## src/rtl/alu_share_arbiter_if.sv

```systemverilog
// Purpose: request, response and ALU-side signals of the shared-ALU arbiter.
// Latency: wires only, no storage.
// Backpressure: req_ready gates requests, rsp_ready gates responses.
interface alu_share_arbiter_if #(
    parameter int WIDTH = 32
);
    // requester side
    logic [1:0]       req_valid;
    logic [1:0]       req_ready;
    logic [3:0]       req_op0;
    logic [WIDTH-1:0] req_a0;
    logic [WIDTH-1:0] req_b0;
    logic [3:0]       req_op1;
    logic [WIDTH-1:0] req_a1;
    logic [WIDTH-1:0] req_b1;

    // ALU side
    logic [3:0]       alu_ctl;
    logic [WIDTH-1:0] alu_a;
    logic [WIDTH-1:0] alu_b;
    logic [WIDTH-1:0] alu_result;
    logic             alu_zero;

    // response side
    logic [1:0]       rsp_valid;
    logic [1:0]       rsp_ready;
    logic [WIDTH-1:0] rsp_result;
    logic             rsp_zero;
    logic             rsp_err;
    logic             busy;

    // arbiter view
    modport slave (
        input  req_valid, req_op0, req_a0, req_b0, req_op1, req_a1, req_b1,
        input  alu_result, alu_zero, rsp_ready,
        output req_ready, alu_ctl, alu_a, alu_b,
        output rsp_valid, rsp_result, rsp_zero, rsp_err, busy
    );

    // requesters plus ALU view
    modport master (
        output req_valid, req_op0, req_a0, req_b0, req_op1, req_a1, req_b1,
        output alu_result, alu_zero, rsp_ready,
        input  req_ready, alu_ctl, alu_a, alu_b,
        input  rsp_valid, rsp_result, rsp_zero, rsp_err, busy
    );
endinterface

```

## src/rtl/alu_share_arbiter.sv

```systemverilog
// Purpose: round-robin share of one combinational ALU between two requesters.
// Latency: accept at T, ALU evaluated at T+1, response valid from T+2 (min 3 cycles/op).
// Backpressure: one op in flight; req_ready only in IDLE; response held until rsp_ready of winner.
module alu_share_arbiter #(
    parameter int WIDTH = 32
) (
    input  logic              clk,
    input  logic              reset,
    alu_share_arbiter_if.slave bus
);

    typedef enum logic [1:0] {
        IDLE = 2'd0,
        EXEC = 2'd1,
        RESP = 2'd2
    } state_t;

    // one latched operation: code plus both operands
    typedef struct packed {
        logic [3:0]       op;
        logic [WIDTH-1:0] a;
        logic [WIDTH-1:0] b;
    } alu_req_t;

    localparam logic [3:0] OP_AND = 4'b0000;
    localparam logic [3:0] OP_OR  = 4'b0001;
    localparam logic [3:0] OP_ADD = 4'b0010;
    localparam logic [3:0] OP_SUB = 4'b0110;
    localparam logic [3:0] OP_SLT = 4'b0111;
    localparam logic [3:0] OP_NOR = 4'b1100;

    state_t           state;
    logic             last_grant;   // requester that won the most recent grant
    logic             cur_grant;    // requester owning the op in flight
    alu_req_t         op_q;
    logic [1:0]       rsp_valid_q;
    logic [WIDTH-1:0] rsp_result_q;
    logic             rsp_zero_q;
    logic             rsp_err_q;
    logic             busy_q;

    alu_req_t         req0;
    alu_req_t         req1;
    alu_req_t         win_req;
    logic             win_idx;
    logic [1:0]       grant_vec;
    logic             op_legal;

    function automatic logic is_legal(input logic [3:0] op);
        case (op)
            OP_AND, OP_OR, OP_ADD, OP_SUB, OP_SLT, OP_NOR: is_legal = 1'b1;
            default:                                       is_legal = 1'b0;
        endcase
    endfunction

    assign req0    = {bus.req_op0, bus.req_a0, bus.req_b0};
    assign req1    = {bus.req_op1, bus.req_a1, bus.req_b1};
    assign win_req = win_idx ? req1 : req0;

    // round-robin pick; a tie goes to whoever did not win last time
    always_comb begin
        win_idx   = 1'b0;
        grant_vec = 2'b00;
        if (state == IDLE && !reset) begin
            case (bus.req_valid)
                2'b01: begin
                    win_idx   = 1'b0;
                    grant_vec = 2'b01;
                end
                2'b10: begin
                    win_idx   = 1'b1;
                    grant_vec = 2'b10;
                end
                2'b11: begin
                    win_idx   = ~last_grant;
                    grant_vec = last_grant ? 2'b01 : 2'b10;
                end
                default: begin
                    win_idx   = 1'b0;
                    grant_vec = 2'b00;
                end
            endcase
        end
    end

    assign op_legal = is_legal(op_q.op);

    assign bus.req_ready  = grant_vec;
    assign bus.alu_ctl    = op_q.op;
    assign bus.alu_a      = op_q.a;
    assign bus.alu_b      = op_q.b;
    assign bus.rsp_valid  = rsp_valid_q;
    assign bus.rsp_result = rsp_result_q;
    assign bus.rsp_zero   = rsp_zero_q;
    assign bus.rsp_err    = rsp_err_q;
    assign bus.busy       = busy_q;

    // control FSM: accept in IDLE, sample the ALU in EXEC, hold the response in RESP
    always_ff @(posedge clk) begin
        if (reset) begin
            state        <= IDLE;
            last_grant   <= 1'b1;
            cur_grant    <= 1'b0;
            op_q         <= '0;
            rsp_valid_q  <= 2'b00;
            rsp_result_q <= '0;
            rsp_zero_q   <= 1'b0;
            rsp_err_q    <= 1'b0;
            busy_q       <= 1'b0;
        end else begin
            case (state)
                IDLE: begin
                    if (grant_vec != 2'b00) begin
                        op_q       <= win_req;
                        cur_grant  <= win_idx;
                        last_grant <= win_idx;
                        busy_q     <= 1'b1;
                        state      <= EXEC;
                    end
                end
                EXEC: begin
                    if (op_legal) begin
                        rsp_result_q <= bus.alu_result;
                        rsp_zero_q   <= bus.alu_zero;
                        rsp_err_q    <= 1'b0;
                    end else begin
                        // unknown code: never trust what the ALU returns for it
                        rsp_result_q <= '0;
                        rsp_zero_q   <= 1'b1;
                        rsp_err_q    <= 1'b1;
                    end
                    rsp_valid_q <= cur_grant ? 2'b10 : 2'b01;
                    state       <= RESP;
                end
                RESP: begin
                    // only the owner can retire the response
                    if (bus.rsp_ready[cur_grant]) begin
                        rsp_valid_q <= 2'b00;
                        busy_q      <= 1'b0;
                        state       <= IDLE;
                    end
                end
                default: begin
                    rsp_valid_q <= 2'b00;
                    busy_q      <= 1'b0;
                    state       <= IDLE;
                end
            endcase
        end
    end

    // handshake invariants: a single response owner, never a response while idle
    a_rsp_onehot : assert property (@(posedge clk) disable iff (reset)
        $onehot0(bus.rsp_valid));
    a_rsp_busy : assert property (@(posedge clk) disable iff (reset)
        (bus.rsp_valid != 2'b00) |-> bus.busy);
    a_ready_idle : assert property (@(posedge clk) disable iff (reset)
        (bus.req_ready != 2'b00) |-> !bus.busy);

endmodule
```

## src/flat_wrapper.sv

```systemverilog
// flat-port wrapper written by rule: the top's interface ports become plain ports
module alu_share_arbiter_flat 
#(
    parameter int WIDTH = 32
)
  (clk, reset, bus_req_valid, bus_req_op0, bus_req_a0, bus_req_b0, bus_req_op1, bus_req_a1, bus_req_b1, bus_alu_result, bus_alu_zero, bus_rsp_ready, bus_req_ready, bus_alu_ctl, bus_alu_a, bus_alu_b, bus_rsp_valid, bus_rsp_result, bus_rsp_zero, bus_rsp_err, bus_busy);
  alu_share_arbiter_if #(.WIDTH(WIDTH)) bus_i ();
  input  logic clk;
  input  logic reset;
  input wire logic [$bits(bus_i.req_valid)-1:0] bus_req_valid;
  input wire logic [$bits(bus_i.req_op0)-1:0] bus_req_op0;
  input wire logic [$bits(bus_i.req_a0)-1:0] bus_req_a0;
  input wire logic [$bits(bus_i.req_b0)-1:0] bus_req_b0;
  input wire logic [$bits(bus_i.req_op1)-1:0] bus_req_op1;
  input wire logic [$bits(bus_i.req_a1)-1:0] bus_req_a1;
  input wire logic [$bits(bus_i.req_b1)-1:0] bus_req_b1;
  input wire logic [$bits(bus_i.alu_result)-1:0] bus_alu_result;
  input wire logic [$bits(bus_i.alu_zero)-1:0] bus_alu_zero;
  input wire logic [$bits(bus_i.rsp_ready)-1:0] bus_rsp_ready;
  output wire logic [$bits(bus_i.req_ready)-1:0] bus_req_ready;
  output wire logic [$bits(bus_i.alu_ctl)-1:0] bus_alu_ctl;
  output wire logic [$bits(bus_i.alu_a)-1:0] bus_alu_a;
  output wire logic [$bits(bus_i.alu_b)-1:0] bus_alu_b;
  output wire logic [$bits(bus_i.rsp_valid)-1:0] bus_rsp_valid;
  output wire logic [$bits(bus_i.rsp_result)-1:0] bus_rsp_result;
  output wire logic [$bits(bus_i.rsp_zero)-1:0] bus_rsp_zero;
  output wire logic [$bits(bus_i.rsp_err)-1:0] bus_rsp_err;
  output wire logic [$bits(bus_i.busy)-1:0] bus_busy;
  assign bus_i.req_valid = bus_req_valid;
  assign bus_i.req_op0 = bus_req_op0;
  assign bus_i.req_a0 = bus_req_a0;
  assign bus_i.req_b0 = bus_req_b0;
  assign bus_i.req_op1 = bus_req_op1;
  assign bus_i.req_a1 = bus_req_a1;
  assign bus_i.req_b1 = bus_req_b1;
  assign bus_i.alu_result = bus_alu_result;
  assign bus_i.alu_zero = bus_alu_zero;
  assign bus_i.rsp_ready = bus_rsp_ready;
  assign bus_req_ready = bus_i.req_ready;
  assign bus_alu_ctl = bus_i.alu_ctl;
  assign bus_alu_a = bus_i.alu_a;
  assign bus_alu_b = bus_i.alu_b;
  assign bus_rsp_valid = bus_i.rsp_valid;
  assign bus_rsp_result = bus_i.rsp_result;
  assign bus_rsp_zero = bus_i.rsp_zero;
  assign bus_rsp_err = bus_i.rsp_err;
  assign bus_busy = bus_i.busy;
  alu_share_arbiter #(.WIDTH(WIDTH)) u_core (.clk(clk), .reset(reset), .bus(bus_i));
endmodule
```

## config.mk

```make
export PLATFORM = sky130hd
export DESIGN_NAME = alu_share_arbiter_flat
export DESIGN_NICKNAME = d
export VERILOG_FILES = /design/src/rtl/alu_share_arbiter_if.sv /design/src/rtl/alu_share_arbiter.sv /design/src/flat_wrapper.sv
export SDC_FILE = /design/constraint.sdc
export NUM_CORES = 1
export LEC_CHECK = 0
export CORE_MARGIN = 4
export CORE_UTILIZATION = 38
export CTS_CLUSTER_SIZE = 30
export DETAILED_ROUTE_END_ITERATION = 8
export PLACE_DENSITY = 0.81
export SYNTH_ARGS = -nofsm -noshare
export SYNTH_HDL_FRONTEND = slang
export SYNTH_SLANG_ARGS = --single-unit
```

## constraint.sdc

```tcl
create_clock -name clk -period 2.05 [get_ports clk]
set_clock_uncertainty 0.2 [all_clocks]
set_input_delay 0.3075 -clock clk [delete_from_list [all_inputs] [get_ports clk]]
set_output_delay 0.3075 -clock clk [all_outputs]
set_load 0.05 [all_outputs]
```

Word-level counts from Yosys, hierarchy flattened
Cells that the tools add are included.
{"block": "word_totals", "register_bits": 109, "input_bits": 175, "out_inout_bits": 107, "wordCells": 57}
{"block": "op_classes", "magnitude_cmp": 1, "n_eq_ne": 12, "muxes": 20, "bitwise": 3, "n_reduce_logical": 10}
{"op": "68-bit 2-to-1 mux", "count": 1}
{"op": "32-bit 2-to-1 mux", "count": 1}
{"op": "2-bit case mux with 3 select lines", "count": 3}
{"op": "2-bit 2-to-1 mux", "count": 5}
{"op": "4-bit by 3-bit equality test with 1-bit output (second input constant)", "count": 2}
{"op": "1-bit 2-to-1 mux", "count": 8}
{"op": "2-bit equality test (second input constant)", "count": 3}
{"op": "2-bit AND reduction", "count": 3}
{"op": "6-bit OR reduction", "count": 1}
{"op": "2-bit by 1-bit equality test with 1-bit output (second input constant)", "count": 2}
{"op": "4-bit by 1-bit equality test with 1-bit output (second input constant)", "count": 1}
{"op": "4-bit by 2-bit equality test with 1-bit output (second input constant)", "count": 1}
{"op": "4-bit equality test (second input constant)", "count": 1}
{"op": "4-bit logical NOT", "count": 1}
{"op": "1-bit NOT", "count": 3}
{"op": "1-bit case mux with 3 select lines", "count": 1}
{"op": "3-bit AND reduction", "count": 1}
{"op": "2-bit logical NOT", "count": 1}
{"op": "1-bit by 2-bit < comparator with 1-bit output (second input constant)", "count": 1}
{"op": "2-bit by 1-bit inequality test with 1-bit output (second input constant)", "count": 1}
{"op": "2-bit inequality test (second input constant)", "count": 1}
{"op": "1-bit case mux with 2 select lines", "count": 1}
{"op": "2-bit nonzero test", "count": 1}
{"op": "1-bit logical AND", "count": 1}
{"op": "1-bit logical NOT", "count": 1}

Logic depth before layout (Yosys ltp)
Gate-level depths: netlist of the first run.
{"block": "logic_depth", "ltp_word": 6, "depth_mapped": 7, "mapped_depth_nobuf": 3}

Worst setup path before layout of the first run
OpenSTA, ideal clock, no wires.
{"block": "synth_path", "path_type": "flip-flop to output port", "start": "register u_core.state[1]", "end": "output bus_req_ready[1]", "arrival_time_ns": 2.183, "required_ns": 1.542, "setup_slack_ns": -0.640, "stages_incl_launch_ff": 6, "n_path_buf": 3, "cell_sequence": "dfxtp_1 buf_2 or3b_1 buf_2 buf_2 nor3_1"}
{"block": "synth_between", "elab_chain_len": 3}
{"item": "from (decl)", "line": "alu_share_arbiter.sv:32", "source": "state_t state;"}
{"item": "from (signal assigned)", "line": "alu_share_arbiter.sv:101", "source": "state <= IDLE;"}
{"item": "from (signal assigned)", "line": "alu_share_arbiter.sv:118", "source": "state <= EXEC;"}
{"item": "from (signal assigned)", "line": "alu_share_arbiter.sv:133", "source": "state <= RESP;"}
{"item": "2-bit logical NOT", "line": "alu_share_arbiter.sv:64", "source": "if (state == IDLE && !reset) begin"}
{"item": "1-bit logical AND", "line": "alu_share_arbiter.sv:64"}
{"item": "2-bit 2-to-1 mux", "line": "alu_share_arbiter.sv:64"}
{"item": "to (decl)", "line": "flat_wrapper.sv:20", "source": "output wire logic [$bits(bus_i.req_ready)-1:0] bus_req_ready;"}
No other way between the ends.

Final worst setup path of the first run
{"block": "layout_path", "start": "register u_core.op_q (netlist bit u_core.bus.alu_b[16])", "end": "output bus_alu_b[16]"}
{"item": "from (decl)", "line": "alu_share_arbiter.sv:35", "source": "alu_req_t op_q;"}
{"item": "from (signal assigned)", "line": "alu_share_arbiter.sv:114", "source": "op_q <= win_req;"}
{"item": "to (decl)", "line": "flat_wrapper.sv:23", "source": "output wire logic [$bits(bus_i.alu_b)-1:0] bus_alu_b;"}
No word-level cell between the ends.

==> metrics.md, run 1 <==
| Metric | Value |
|---|---|
| Setup CP Type | reg2out |
| Met1 GRT Util | 27.4% |
| Avg Cell Area, Syn | 9.13 um2 |
| Worst EP arrival | 1.52 ns |
| Worst-path clk slew | 0.08 ns |
| Critical path's slowest cell | clkdlybuf4s50_1 |
| Post-synthesis mux area share | 0.209% |
| Max Slew Vio Count | 0 |
| Mapped Area | 0.00479 mm2 |
| Met2 Resource Use GR | 45.6% |
| GR peak layer | met2 |
| Filler cell count | 993 |
| Syn nets | 700 |
| Detailed Place HPWL | 13700 um |
| H-tree depth | 3 |
| Achievable Freq | 494 MHz |
| WP buf/inv | 1 |
| Pwr dens | 799 mW/mm2 |
| Initial antenna violation count | 0 |
| Root buf cell | clkbuf_16 |
| Asr flop ratio synth | 0% |
| RePlAce Congestion | 0.823 |
| Slew @ Worst Pin | 0.729 ns |
| Hold Buf Count CTS | 0 |
| Hold Path Class | reg2reg |
| Hold Slack | 0.265 ns |
| Top delay family on crit path | buffers and inverters |
| Cell Chain, Critical Path | clkdlybuf4s50_1 |
| Global router's overall resource usage | 25.1% |
| Setup violators final | 0 |
| Min Tclk post-route | 2.02 ns |
| Core ar. | 0.0122 mm2 |
| Initial DRC Count | 406 |
| Yosys cell types | 34 |
| Post-synth EDFFs | 0 |
| Area growth syn-to-layout | 68.7% |
| Setup slack, reg-to-reg | 0.17 ns |
| #FFs+latches synth | 109 |
| Compound-Gate Fraction of Synth Area | 36.5% |
| Sequential cell area | 0.00218 mm2 |
| Post-Synth XOR/XNOR Area | 0.183% |
| Max-Cap Viols | 0 |
| Total congestion overflow | 0 |
| Clock Tree Buf Depth | 2 |
| Num CTS Buffers | 9 |
| Antenna viol nets, final | 0 |
| Port bufs | 281 |
| Relative slew slack | 51.3% |
| # IOs | 282 |
| Simple logic cell fraction of the synthesized area | 10.3% |
| Global-route wire length before repair | 29300 um |
| # rows | 40 |
| Worst Path Required | 1.54 ns |
| CTS tree | built |
| Wire length per cell | 20.1 um |
| Status | finished, final reports clean |
| Syn Inst Count | 525 |
| Die Wd | 120 um |
| Number of hold violations in the final report | 0 |
| Die ar. | 0.0145 mm2 |
| Final period util | 98.8% |
| N_diodes | 0 |
| Skew-Pair Late Insertion Delay | 0.34 ns |
| Crit path launch type | register |
| RSZ-0062 raised after global routing | false |
| Final worst setup slack | 0.0254 ns |
| Clock sink total | 109 |
| Via count | 5513 |
| Synth Area in Adders | 0% |
| Maximum number of pins on one net before global-route repair | 70 |
| Ys flop type | dfxtp_1 |
| DRT Pass-1 Iters | 5 |
| Pre-CTS setup slack | -0.259 ns |
| Synthesis Warnings | 0 |
| Nets | 946 |
| Crit end category | output pin |
| Leakage power | 0.00291 uW |
| Initial core utilization | 39.4% |
| Sequential area share after synthesis | 45.5% |
| Die Y | 120 um |
| Residual DRC | 0 |
| Worst VDD drop | 0.000422 V |
| Via density | 5.84 |
| Area occupied by multi-input gates | 0.00232 mm2 |
| Routed Wire Length | 19000 um |
| Largest family of logic cells by synthesized area | compound AO/OA/AOI/OAI gates |
| Crit Path Max Fanout | 2 |
| GR Layer Usage met3 | 6.55% |
| Vias in the first global route | 5733 |
| Crit path largest cell delay | 0.81 ns |
| Fraction of layout cells with a size suffix above 1 | 11.7% |
==> logic make-up after synthesis <==
| group | Yosys count |
|---|---|
| compound gates | 248 |
| xor+xnor | 1 |
| buf+inv | 73 |
| flops | 109 |
| mux | 1 |
| simple gates | 93 |
==> cells in the mapped netlist, types with 2 or more instances <==
master    count  share of area (%)
buf_2        31                3.2
nand3_1      69                7.2
nand2b_1      5               0.65
a311oi_1     58                 11
dfxtp_1     109                 46
nor3_1        2               0.21
o32ai_1       2               0.37
buf_6         4               0.94
and2_1        2               0.26
a32o_1       32                6.7
clkbuf_1     33                2.6
inv_1         2               0.16
nor2b_1       2               0.26
a311oi_2     10                3.1
nor2_1        6               0.47
o21ai_1      68                7.1
a21oi_1      71                7.4
nand2_1       2               0.16
a211oi_1      2               0.31
==> cell type report <==
type	count	area share (%)
clock buffers	12	3.05
multi-input cells	343	28.7
clock inverters	4	0.371
inverters	2	0.0928
repair buffers	306	38.2
well taps	168	2.60
flip-flops and latches	109	27.0
==> report_power, final <==
part	switching, uW	total (uW)	leakage, uW	internal (uW)
sequential	119	2430	0.000895	2310
clock	777	1640	0.000134	867
combinational	1440	2380	0.00188	940
==> cell usage in the layout, fill, tap and decap left out, drive strengths merged, types with 2 or more instances in the layout <==
| cell type | instances |
|---|---|
| nor3 | 2 |
| clkdlybuf4s50 | 240 |
| a21oi | 71 |
| a32o | 32 |
| nand2 | 2 |
| a211oi | 2 |
| buf | 54 |
| nand3 | 69 |
| inv | 4 |
| nor2b | 2 |
| o21ai | 68 |
| or3b | 2 |
| dlygate4sd2 | 2 |
| dfxtp | 109 |
| dlymetal6s2s | 10 |
| nand2b | 5 |
| and2 | 2 |
| nor2 | 7 |
| o32ai | 2 |
| a311oi | 68 |
| clkbuf | 12 |
==> per-layer routing <==
metal	vias to the layer above	wire length [um]
met1	2622	6990
met3	46	1660
li1	2556	-
met4	0	674
met5	-	0
met2	289	9630
==> metrics by stage <==
step	std cells	utilization, %	TNS (ns)	total power [uW]	cell area [um2]
6_report	944	66.5	0	6460	8090
5_1_grt	944	66.5	0	6720	8090
4_1_cts	944	66.3	0	6500	8060
3_5_place_dp	927	63.9	-13.11	4850	7770
3_3_place_gp	927	63.9	-9.66	4800	7770
2_1_floorplan	525	-	-0.0206	3870	4820
==> registers in the layout, indices dropped and copies added, names as in the netlist <==
| signal | flops |
|---|---|
| u_core.bus.alu_ctl | 4 |
| u_core.last_grant | 1 |
| u_core.bus.rsp_valid | 2 |
| u_core.bus.busy | 1 |
| u_core.bus.alu_b | 32 |
| u_core.bus.rsp_result | 32 |
| u_core.bus.alu_a | 32 |
| u_core.state | 2 |
| u_core.bus.rsp_err | 1 |
| u_core.bus.rsp_zero | 1 |
| u_core.cur_grant | 1 |
==> worst paths after layout <==
check                                                           start                                     to  cells after the start
worst max-delay path                u_core.bus.alu_b[16]$_SDFFE_PP0P_                          bus_alu_b[16]                      1
worst max register to register           u_core.state[1]$_SDFFE_PP0P_      u_core.bus.alu_b[13]$_SDFFE_PP0P_                      5
worst min register to register  u_core.bus.rsp_result[3]$_SDFFE_PP0N_  u_core.bus.rsp_result[3]$_SDFFE_PP0N_                      1
worst min-delay path            u_core.bus.rsp_result[3]$_SDFFE_PP0N_  u_core.bus.rsp_result[3]$_SDFFE_PP0N_                      1
==> what timing repair did <==
action | CTS | global route
setup endpoints to repair | 3 | 43
pin swaps | 2 | 0
buffers inserted | 1 | 0
gates resized for setup | 6 | 11
hold endpoints to repair | 0 | 0
Note: power is estimated with default switching activity, not from simulation.
==> inputs of run 2 (changes only) <==
--- a/config.mk
+++ b/config.mk
@@ -13,3 +13,4 @@
 export SYNTH_ARGS = -nofsm -noshare
 export SYNTH_HDL_FRONTEND = slang
 export SYNTH_SLANG_ARGS = --single-unit
+export TNS_END_PERCENT = 30
==> results of run 2 <==
The final DEF is identical to that of run 1; final timing and power are the same.
==> inputs of run 3 (changes only) <==
==> constraint.sdc (replaced) <==
create_clock -name clk -period 2.05 [get_ports clk]
set_clock_uncertainty 0.2 [all_clocks]
set_input_delay 0.41 -clock clk [delete_from_list [all_inputs] [get_ports clk]]
set_output_delay 0.41 -clock clk [all_outputs]
set_load 0.05 [all_outputs]
==> run 3 against run 2 <==
- clock power up 11%
- via count down 0.49%
- global-route usage down 0.38 points
- critical endpoint is now bus_req_ready[0]
- die area unchanged
- final area down 2.2%
- cell count up 0.32%
- largest power group unchanged
- worst hold slack better by 0.0065 ns
- largest cell class unchanged
- utilization down 1.5 points
- the flow now finishes with violations (setup timing)
- routed wire length down 0.59%
==> metrics.md, run 3 (synthesis results as in run 1) <==
| Metric | Value |
|---|---|
| Status | finished with violations (was finished, final reports clean) |
| Failing checks | setup timing |
| Die ar. | 0.0145 mm2 (unchanged) |
| Residual DRC | 0 (unchanged) |
| Relative slew slack | 50.1% (was 51.3%) |
| Slew @ Worst Pin | 0.747 ns (was 0.729 ns) |
| Die Wd | 120 um (unchanged) |
| Routed Wire Length | 18900 um (was 19000 um) |
| Initial antenna violation count | 0 (unchanged) |
| Wire length per cell | 19.9 um (was 20.1 um) |
| Hold Slack | 0.272 ns (was 0.265 ns) |
| Max Slew Vio Count | 0 (unchanged) |
| Max-Cap Viols | 0 (unchanged) |
| Die Y | 120 um (unchanged) |
| Crit path launch type | register (unchanged) |
| Filler cell count | 1017 (was 993) |
| Initial DRC Count | 450 (was 406) |
| Global-route wire length before repair | 28600 um (was 29300 um) |
| H-tree depth | 3 (unchanged) |
| Crit path largest cell delay | 0.42 ns (was 0.81 ns) |
| Worst-path clk slew | 0.08 ns (about the same) |
| Final worst setup slack | -0.0153 ns (was 0.0254 ns) |
| Setup violators final | 2 (was 0) |
| Core ar. | 0.0122 mm2 (unchanged) |
| Crit end category | output pin (unchanged) |
| CTS tree | built (unchanged) |
| Crit Path Max Fanout | 5 (was 2) |
| Worst Path Required | 1.44 ns (was 1.54 ns) |
| Global router's overall resource usage | 24.7% (was 25.1%) |
| Fraction of layout cells with a size suffix above 1 | 22.7% (was 11.7%) |
| Hold Path Class | reg2reg (unchanged) |
| Finished Core Util | 65.1% (was 66.5%) |
| Reg2Reg Capture Point | u_core.bus.alu_b[15]$_SDFFE_PP0P_ (was u_core.bus.alu_b[13]$_SDFFE_PP0P_) |
| Leakage power | 0.00292 uW (was 0.00291 uW) |
| Vias in the first global route | 5489 (was 5733) |
| Critical path's slowest cell | or3b_4 (was clkdlybuf4s50_1) |
| Worst EP arrival | 1.46 ns (was 1.52 ns) |
| Commonest non-fill, non-tap cell in the layout | clkdlybuf4s50_1 (unchanged) |
| DP Area | 0.00757 mm2 (was 0.00777 mm2) |
| Crit path launch | u_core.state[0]$_SDFFE_PP0P_ (was u_core.bus.alu_b[16]$_SDFFE_PP0P_) |
| Reg2Reg Launch Point | u_core.state[0]$_SDFFE_PP0P_ (was u_core.state[1]$_SDFFE_PP0P_) |
| Cell Chain, Critical Path | or3b_4, nor3_4, buf_12 (was clkdlybuf4s50_1) |
| Fin area | 0.00791 mm2 (was 0.00809 mm2) |
| Via density | 5.79 (was 5.84) |
| Final period util | 101% (was 98.8%) |
| End of the critical path | bus_req_ready[0] (was bus_alu_b[16]) |
| Port bufs | 281 (unchanged) |
| Worst VDD drop | 0.000396 V (was 0.000422 V) |
| Skew-Pair Late Insertion Delay | 0.35 ns (was 0.34 ns) |
| Root buf cell | clkbuf_16 (unchanged) |
| Area occupied by multi-input gates | 0.00232 mm2 (about the same) |
| Detailed Place HPWL | 13700 um (about the same) |
| Via count | 5486 (was 5513) |
| DRT Pass-1 Iters | 5 (unchanged) |
| Maximum number of pins on one net before global-route repair | 49 (was 70) |
| Achievable Freq | 484 MHz (was 494 MHz) |
| Number of hold violations in the final report | 0 (unchanged) |
| Area growth syn-to-layout | 65.0% (was 68.7%) |
| Initial core utilization | 39.4% (unchanged) |
| Clock sink total | 109 (unchanged) |
| Most frequent cells in the layout | 171 x clkdlybuf4s50_1, 126 x buf_4, 107 x dfxtp_1 (was 240 x clkdlybuf4s50_1, 109 x dfxtp_1, 71 x a21oi_1) |
| N_diodes | 0 (unchanged) |
| Pwr dens | 833 mW/mm2 (was 799 mW/mm2) |
| Total congestion overflow | 0 (unchanged) |
| # rows | 40 (unchanged) |
| Antenna viol nets, final | 0 (unchanged) |
| Nets | 949 (was 946) |
| # IOs | 282 (unchanged) |
| Setup CP Type | reg2out (unchanged) |
| Setup slack, reg-to-reg | 0.12 ns (was 0.17 ns) |
| Num CTS Buffers | 9 (unchanged) |
| Hold Crit Start | u_core.bus.rsp_result[21]$_SDFFE_PP0N_ (was u_core.bus.rsp_result[3]$_SDFFE_PP0N_) |
| Reg2reg path depth | 5 (unchanged) |
| RSZ-0062 raised after global routing | true (was false) |
| Min Tclk post-route | 2.07 ns (was 2.02 ns) |
| Clock Tree Buf Depth | 2 (unchanged) |
| Sequential cell area | 0.00219 mm2 (was 0.00218 mm2) |
| RePlAce Congestion | 0.781 (was 0.823) |
| Total Power | 6590 uW (was 6460 uW) |
## run 3: worst min path at each step
stage | end | slack, ns | cells past startpoint
2_1_floorplan | u_core.bus.rsp_valid[1]$_SDFFE_PP0P_ | 0.29 | 2
6_report | u_core.bus.rsp_result[21]$_SDFFE_PP0N_ | 0.27 | 1
5_1_grt | u_core.bus.rsp_result[23]$_SDFFE_PP0N_ | 0.28 | 1
4_1_cts | u_core.bus.rsp_err$_SDFFE_PP0N_ | 0.27 | 1
3_5_place_dp | u_core.bus.rsp_err$_SDFFE_PP0N_ | 0.25 | 1
3_3_place_gp | u_core.bus.rsp_result[24]$_SDFFE_PP0N_ | 0.25 | 1
## run 3: final cells by class
cell class,count,share of cell area [%]
Timing Repair Buffer,309,36.3
Clock inverter,7,1.04
Inverter,2,0.0949
Multi-Input combinational cell,343,29.4
Tap cell,168,2.66
Sequential cell,109,27.6
Clock buffer,9,2.85
## run 3: power by group
part	switching, uW	leakage (uW)	internal [uW]
clock	849	0.000150	971
combinational	1440	0.00187	896
sequential	121	0.000896	2310
## run 3: per-stage QoR
stage | setup TNS (ns) | worst slack [ns] | std cells
detailed placement | -20.61 | -0.391 | 929
finish | -0.0171 | -0.0153 | 947
CTS | -0.0295 | -0.0202 | 947
global placement | -17.98 | -0.374 | 929
global route | -0.112 | -0.0567 | 947
floorplan | -0.123 | -0.123 | 525
## run 3: critical path, delay by kind of cell, from the launching register on
family	cells	cell delay, ns
AND/OR/NAND/NOR	2	0.58
flip-flops	1	0.35
buffers and inverters	1	0.16
## run 3: repair_timing
item | CTS | global route
endpoints found under the setup margin | 3 | 35
hold buffers | 0 | 0
resized for setup | 7 | 2
setup buffers | 2 | 0
pin swaps | 4 | 0
## run 3: routing by layer
layer	part of all wire (%)	vias up	GRT usage, %
met1	37	2600	27.8
met3	8.8	33	6.08
li1	-	2570	-
met5	0	-	0
met2	52	283	45.0
met4	2.6	0	9.70
